==> src/rtl/float_to_fixed_pipe.sv <==
// float_to_fixed_pipe: three-stage IEEE-754 single-precision to signed
// Q(FIXED_WIDTH-FRAC_BITS).FRAC_BITS converter.
// Stages: S1 decode, S2 align/round, S3 sign/saturate (output registers).
// A single global advance enable stalls all stages together. Bubbles stay in
// place as valid = 0.
module float_to_fixed_pipe #(
  parameter int FIXED_WIDTH = 16,
  parameter int FRAC_BITS   = 8
) (
  input  logic                   clk,
  input  logic                   rst,
  input  logic                   in_valid,
  output logic                   in_ready,
  input  logic [31:0]            in_data,
  input  logic                   in_round,
  output logic                   out_valid,
  input  logic                   out_ready,
  output logic [FIXED_WIDTH-1:0] out_data,
  output logic                   out_ovf,
  output logic                   out_nan,
  output logic                   out_inexact
);

  // Shift that takes the 24-bit significand to the output scale:
  // sh = e - 127 + FRAC_BITS - 23.
  localparam int SH_OFF = FRAC_BITS - 150;

  localparam logic [32:0] POS_LIM = 33'((64'd1 << (FIXED_WIDTH - 1)) - 64'd1);
  localparam logic [32:0] NEG_LIM = 33'(64'd1 << (FIXED_WIDTH - 1));
  localparam logic [FIXED_WIDTH-1:0] MAX_POS = {1'b0, {(FIXED_WIDTH-1){1'b1}}};
  localparam logic [FIXED_WIDTH-1:0] MAX_NEG = {1'b1, {(FIXED_WIDTH-1){1'b0}}};

  // Decoded sample held in S1.
  typedef struct packed {
    logic        sign;
    logic        zero;    // zero or denormal: magnitude forced to 0
    logic        denorm;  // flushed denormal, reported as inexact
    logic        inf;
    logic        nan;
    logic        rnd;     // 1 = round to nearest even, 0 = truncate
    logic [9:0]  sh;      // signed shift amount (two's complement)
    logic [23:0] sig;     // significand with hidden one
  } s1_t;

  // Aligned and rounded magnitude held in S2.
  typedef struct packed {
    logic        sign;
    logic        nan;
    logic        inf;
    logic        big;     // set bits were shifted past the 33-bit window
    logic [32:0] mag;
    logic        inexact;
  } s2_t;

  logic advance;
  logic s1_valid, s2_valid;
  s1_t  s1_q, s1_d;
  s2_t  s2_q, s2_d;

  logic [32:0]            mag_c;
  logic                   guard_c, sticky_c, big_c, inc_c;
  logic [47:0]            wide_c;
  logic [9:0]             nsh_c;
  logic                   pos_ovf, neg_ovf;
  logic [FIXED_WIDTH-1:0] mag_lo;
  logic [FIXED_WIDTH-1:0] s3_data;
  logic                   s3_ovf, s3_nan, s3_inexact;

  // The whole pipe moves when the output slot is empty or being drained.
  assign advance  = !out_valid || out_ready;
  assign in_ready = advance;

  // S1 decode of the incoming float.
  always_comb begin
    // NOTE: every always_comb output gets a default first so no path can leave
    // it unassigned and infer a latch.
    s1_d        = '0;
    s1_d.sign   = in_data[31];
    s1_d.zero   = (in_data[30:23] == 8'h00);
    s1_d.denorm = (in_data[30:23] == 8'h00) && (in_data[22:0] != 23'd0);
    s1_d.inf    = (in_data[30:23] == 8'hFF) && (in_data[22:0] == 23'd0);
    s1_d.nan    = (in_data[30:23] == 8'hFF) && (in_data[22:0] != 23'd0);
    s1_d.rnd    = in_round;
    s1_d.sh     = 10'(int'(in_data[30:23]) + SH_OFF);
    s1_d.sig    = {1'b1, in_data[22:0]};
  end

  // S2 alignment into a 33-bit window, guard/sticky extraction and rounding.
  always_comb begin
    mag_c    = '0;
    guard_c  = 1'b0;
    sticky_c = 1'b0;
    big_c    = 1'b0;
    wide_c   = '0;
    nsh_c    = '0;
    if (s1_q.zero) begin
      sticky_c = s1_q.denorm;
    end else if (!(s1_q.inf || s1_q.nan)) begin
      if (!s1_q.sh[9]) begin
        // Left shift: the significand top bit lands at 23+sh; past bit 32 the
        // magnitude cannot fit any legal output, so flag it instead of wrapping.
        if (s1_q.sh > 10'd9) big_c = 1'b1;
        else                 mag_c = 33'(s1_q.sig) << s1_q.sh[3:0];
      end else begin
        nsh_c = -s1_q.sh;
        if (nsh_c >= 10'd25) begin
          // Everything, including the first discarded bit position, is gone.
          sticky_c = |s1_q.sig;
        end else begin
          wide_c   = {s1_q.sig, 24'd0} >> nsh_c[4:0];
          mag_c    = 33'(wide_c[47:24]);
          guard_c  = wide_c[23];
          sticky_c = |wide_c[22:0];
        end
      end
    end
    inc_c          = s1_q.rnd && guard_c && (sticky_c || mag_c[0]);
    s2_d.sign      = s1_q.sign;
    s2_d.nan       = s1_q.nan;
    s2_d.inf       = s1_q.inf;
    s2_d.big       = big_c;
    s2_d.mag       = mag_c + 33'(inc_c);
    s2_d.inexact   = guard_c || sticky_c;
  end

  // S3 sign application and saturation.
  always_comb begin
    pos_ovf    = !s2_q.sign && (s2_q.inf || s2_q.big || (s2_q.mag > POS_LIM));
    neg_ovf    =  s2_q.sign && (s2_q.inf || s2_q.big || (s2_q.mag > NEG_LIM));
    mag_lo     = s2_q.mag[FIXED_WIDTH-1:0];
    s3_data    = s2_q.sign ? -mag_lo : mag_lo;
    s3_ovf     = 1'b0;
    s3_nan     = 1'b0;
    s3_inexact = s2_q.inexact;
    if (s2_q.nan) begin
      s3_data    = '0;
      s3_nan     = 1'b1;
      s3_inexact = 1'b0;
    end else if (pos_ovf) begin
      s3_data    = MAX_POS;
      s3_ovf     = 1'b1;
      s3_inexact = 1'b1;
    end else if (neg_ovf) begin
      s3_data    = MAX_NEG;
      s3_ovf     = 1'b1;
      s3_inexact = 1'b1;
    end
  end

  // Stage valid bits: cleared by reset, shifted on advance.
  always_ff @(posedge clk) begin
    // NOTE: sequential state uses non-blocking assignments so every register
    // samples the pre-edge values of the others.
    if (rst) begin
      s1_valid  <= 1'b0;
      s2_valid  <= 1'b0;
      out_valid <= 1'b0;
    end else if (advance) begin
      s1_valid  <= in_valid;
      s2_valid  <= s1_valid;
      out_valid <= s2_valid;
    end
  end

  // Internal payload registers, loaded only when a real sample moves in.
  always_ff @(posedge clk) begin
    // NOTE: payload is not reset; its valid bit already qualifies it, which
    // keeps the reset network on the control bits only.
    if (advance && in_valid) s1_q <= s1_d;
    if (advance && s1_valid) s2_q <= s2_d;
  end

  // Output registers: cleared by reset, updated when a sample enters S3.
  always_ff @(posedge clk) begin
    if (rst) begin
      out_data    <= '0;
      out_ovf     <= 1'b0;
      out_nan     <= 1'b0;
      out_inexact <= 1'b0;
    end else if (advance && s2_valid) begin
      out_data    <= s3_data;
      out_ovf     <= s3_ovf;
      out_nan     <= s3_nan;
      out_inexact <= s3_inexact;
    end
  end

endmodule

==> config.mk <==
export PLATFORM = sky130hd
export DESIGN_NAME = float_to_fixed_pipe
export DESIGN_NICKNAME = d
export VERILOG_FILES = /design/src/rtl/float_to_fixed_pipe.sv
export SDC_FILE = /design/constraint.sdc
export NUM_CORES = 1
export LEC_CHECK = 0
export ABC_AREA = 1
export CELL_PAD_IN_SITES_DETAIL_PLACEMENT = 1
export CELL_PAD_IN_SITES_GLOBAL_PLACEMENT = 2
export CORE_MARGIN = 3
export CORE_UTILIZATION = 34
export DETAILED_ROUTE_END_ITERATION = 8
export HOLD_SLACK_MARGIN = 0.03
export PLACE_DENSITY = 0.83
export SYNTH_ARGS = -nofsm -noshare
export SYNTH_HDL_FRONTEND = slang
export SYNTH_SLANG_ARGS = --single-unit
==> constraint.sdc <==
create_clock -name clk -period 4.74 [get_ports clk]
set_input_delay 0.474 -clock clk [delete_from_list [all_inputs] [get_ports clk]]
set_output_delay 0.474 -clock clk [all_outputs]
set_load 0.005 [all_outputs]
==> flow_summary.json <==
{
  "tritoncts": "built",
  "htreeDepth": 3,
  "relSlewSlack": 0.432,
  "crit_required_ns": 4.86,
  "cap_viol_max_count": 0,
  "rows": 56,
  "overflow": 0,
  "clock_latency_ns": 0.37,
  "initial_core_util": 0.349,
  "clk_pin_slew_worst_paths_ns": 0.08,
  "post_synth_instance_area_um2": 8270,
  "leakagePower_nw": 3.96,
  "numCtsBuffers": 9,
  "status": "complete, no violations",
  "peakVddDrop_mv": 0.155,
  "fillCellCount": 3106,
  "timing.final.hold_violations": 0,
  "p_sw_w": 0.000882,
  "min_path_type": "reg2reg",
  "p_sw_frac": 0.356,
  "avgSynthCellArea_um2": 6.75,
  "post_cts_buffers": 0,
  "critPathKind": "reg2reg",
  "setup_violations": 0,
  "ys.flop_type": "edfxtp_1",
  "portBuffers": 57,
  "worst_pin_slew_ns": 0.850,
  "synthCells": 1225,
  "worstPathArrival_ns": 4.12,
  "slew_viol_final": 0,
  "final_util": 0.396,
  "synthDistinctLibCells": 49,
  "ys_async_sr_fraction": 0,
  "p_int_w": 0.00160,
  "pwr-share-seq": 0.414,
  "drtPass1Iterations": 5,
  "cts-root-buf": "clkbuf_16",
  "ys_seq_area_frac": 0.333,
  "rsz0062_at_grt": "no",
  "final_layout_size_suffix_gt1_frac": 0.0810,
  "yosysWarnings": 0,
  "max_freq_mhz": 250,
  "nets": 1300,
  "clkSinkCount": 99,
  "io_pins": 58,
  "finClkSkew_ns": 0.0124,
  "first_iter_violations": 544,
  "clock_path_buffers": 2,
  "drc": 0,
  "num_vias": 8295,
  "areaGrowthSynthToFinish_pct": 13.5,
  "stdcell_area_um2": 9390,
  "grt_pass1_wl_mm": 48.1,
  "setup_tns_ns": 0,
  "synth_seq_cells": 99,
  "crit_path_end_kind": "register",
  "holdBufCountCts": 0,
  "viasPerCell": 5.25,
  "synth_nets": 1270,
  "clkPwrFrac": 0.313,
  "p_comb_frac": 0.273,
  "gp_congestion": 0.890,
  "grt_max_degree": 49,
  "worst_setup_path_start_kind": "register",
  "wl_per_cell_um": 19.0,
  "path_max_fanout": 27,
  "antennaDiodeCount": 0,
  "synth_edf_count": 77,
  "placed_area_um2": 9080,
  "period_needed_ns": 4.01,
  "die_y_um": 162,
  "fin_crit_sh": 0.845,
  "cts_resized": 0,
  "ant_nets": 0,
  "antenna_found_initial": 0,
  "wirelength_mm": 30.1,
  "fp.dieArea_um2": 26200,
  "die_w_um": 162,
  "fp.coreArea_um2": 23700,
  "gr-usage-all-layers": 0.234,
  "grt_pass1_vias": 8527,
  "powerDensity_nw_per_um2": 264,
  "dp_hpwl_mm": 24.0
}
-- cell families (layout without fill, tap and decap cells) --
kind of cell	count (synthesis)	in the layout	synth area share
flip-flops	99	99	0.333
buffers and inverters	149	184	0.0773
AO/OA/AOI/OAI	108	108	0.0778
AND/OR/NAND/NOR	829	829	0.466
adder cells (fa/ha/maj)	8	8	0.0121
XOR/XNOR	32	32	0.0339
-- path summary, 6_finish.rpt --
kind,from,end,slack [ns],depth (start not counted)
setup / recovery,s1_q[25],s2_q[25],0.73,21
setup reg to reg,s1_q[25],s2_q[25],0.73,21
hold / removal,s1_q[39],s2_q[37],0.43,0
hold reg to reg,s1_q[39],s2_q[37],0.43,0
-- worst max-delay path: stages, from the launching register on --
cell	delay, ns
edfxtp_1	0.35
inv_1	0.06
ha_1	0.80
inv_2	0.40
nand3_1	0.27
nand3_1	0.09
nand2_1	0.12
nand2_1	0.09
nand2_1	0.08
nand2_1	0.07
nor2_1	0.10
nor2_1	0.08
nor2_4	0.17
ha_1	0.20
inv_1	0.07
nor2_4	0.14
nand3_2	0.12
nor2_4	0.17
and2_4	0.18
nand2_1	0.05
nand2_1	0.07
nand2_1	0.05
-- synthesized netlist by cell type (2+ instances only) --
cell type	count	area, um^2
nand3b_1	3	22.5
clkbuf_1	20	75.1
nor3_1	14	70.1
buf_2	16	80.1
edfxtp_1	77	2310
a21oi_1	26	130
nand3_2	5	50.1
nor2_1	117	439
nor2_8	4	80.1
inv_1	81	304
nor2_2	10	62.6
o21bai_1	2	15.0
nand2_4	4	45.0
buf_1	8	30.0
or2_2	5	31.3
buf_6	5	56.3
a31oi_1	17	106
o21ai_2	4	35.0
nand2_2	12	75.1
a21boi_0	2	15.0
clkinv_1	6	22.5
a2111oi_0	3	26.3
nand4_1	21	131
xnor2_1	7	61.3
nor2_4	11	124
ha_1	8	100
dfxtp_1	22	440
nand3_1	243	1220
nor4_1	12	75.1
inv_2	7	26.3
xor2_1	25	219
o21ai_0	34	170
nand2_1	362	1360
o211ai_1	3	22.5
buf_4	6	45.0
o21ai_1	10	50.1
-- state kept, by name (all words and copies together), names as in the netlist --
signal / cells
mag_lo: 16
out_data: 16
out_inexact: 1
out_nan: 1
out_ovf: 1
out_valid: 1
s1_q: 39
s1_valid: 1
s2_q: 22
s2_valid: 1
-- layout make-up --
type / instances / area [um^2] / share of cell area
clock buffer: 11 / 255 / 0.0272
clock inverter: 5 / 53.8 / 0.00573
inverter: 94 / 353 / 0.0376
multi-input combinational: 977 / 4870 / 0.519
sequential: 99 / 2750 / 0.293
tap: 319 / 399 / 0.0425
timing repair buffer: 74 / 698 / 0.0744
-- stage by stage --
stage / hold slack (ns) / setup WS (ns) / cells / power [W]
3_3_place_gp: 0.413 / 0.982 / 1563 / 0.00171
4_1_cts: 0.437 / 0.785 / 1579 / 0.00250
3_5_place_dp: 0.419 / 0.796 / 1563 / 0.00172
5_1_grt: 0.457 / 0.330 / 1579 / 0.00262
6_report: 0.434 / 0.735 / 1579 / 0.00248
2_1_floorplan: 0.400 / 0.771 / 1225 / 0.00149
-- metal layers --
layer	global-route usage	vias to the layer above	wire length, um	share of wire
li1	-	4173	-	-
met1	0.317	3934	13900	0.46
met2	0.387	156	14300	0.48
met3	0.0380	32	1120	0.037
met4	0.0671	0	735	0.024
met5	0	-	0	0
-- placed cells by master (no fill, tap or decap), types with 3 or more instances in the layout --
cell and count:
nor2_2 10, clkinv_1 6, buf_4 17, nand3_2 5, nor4_1 12, nor2_8 4
nand3_1 243, o21ai_2 4, clkbuf_16 10, o21ai_1 10, nand4_1 21, ha_1 8
a31oi_1 17, clkdlybuf4s50_1 57, dfxtp_1 22, or2_2 5, inv_2 7, o211ai_1 3
a2111oi_0 3, xor2_1 25, a21oi_1 26, nand2_1 362, nor3_1 14, nor2_1 117
nand2_4 4, xnor2_1 7, edfxtp_1 77, inv_1 81, nand3b_1 3, o21ai_0 34
nand2_2 12, nor2_4 11
-- power by group through the flow --
stage	clock, W	sequential [W]	combinational (W)
5_1_grt	0.000834	0.00103	0.000756
3_3_place_gp	0	0.00105	0.000666
4_1_cts	0.000799	0.00103	0.000673
2_1_floorplan	0	0.00103	0.000466
6_report	0.000776	0.00103	0.000677
3_5_place_dp	0	0.00105	0.000671
Power figures use the tool's default switching activity.
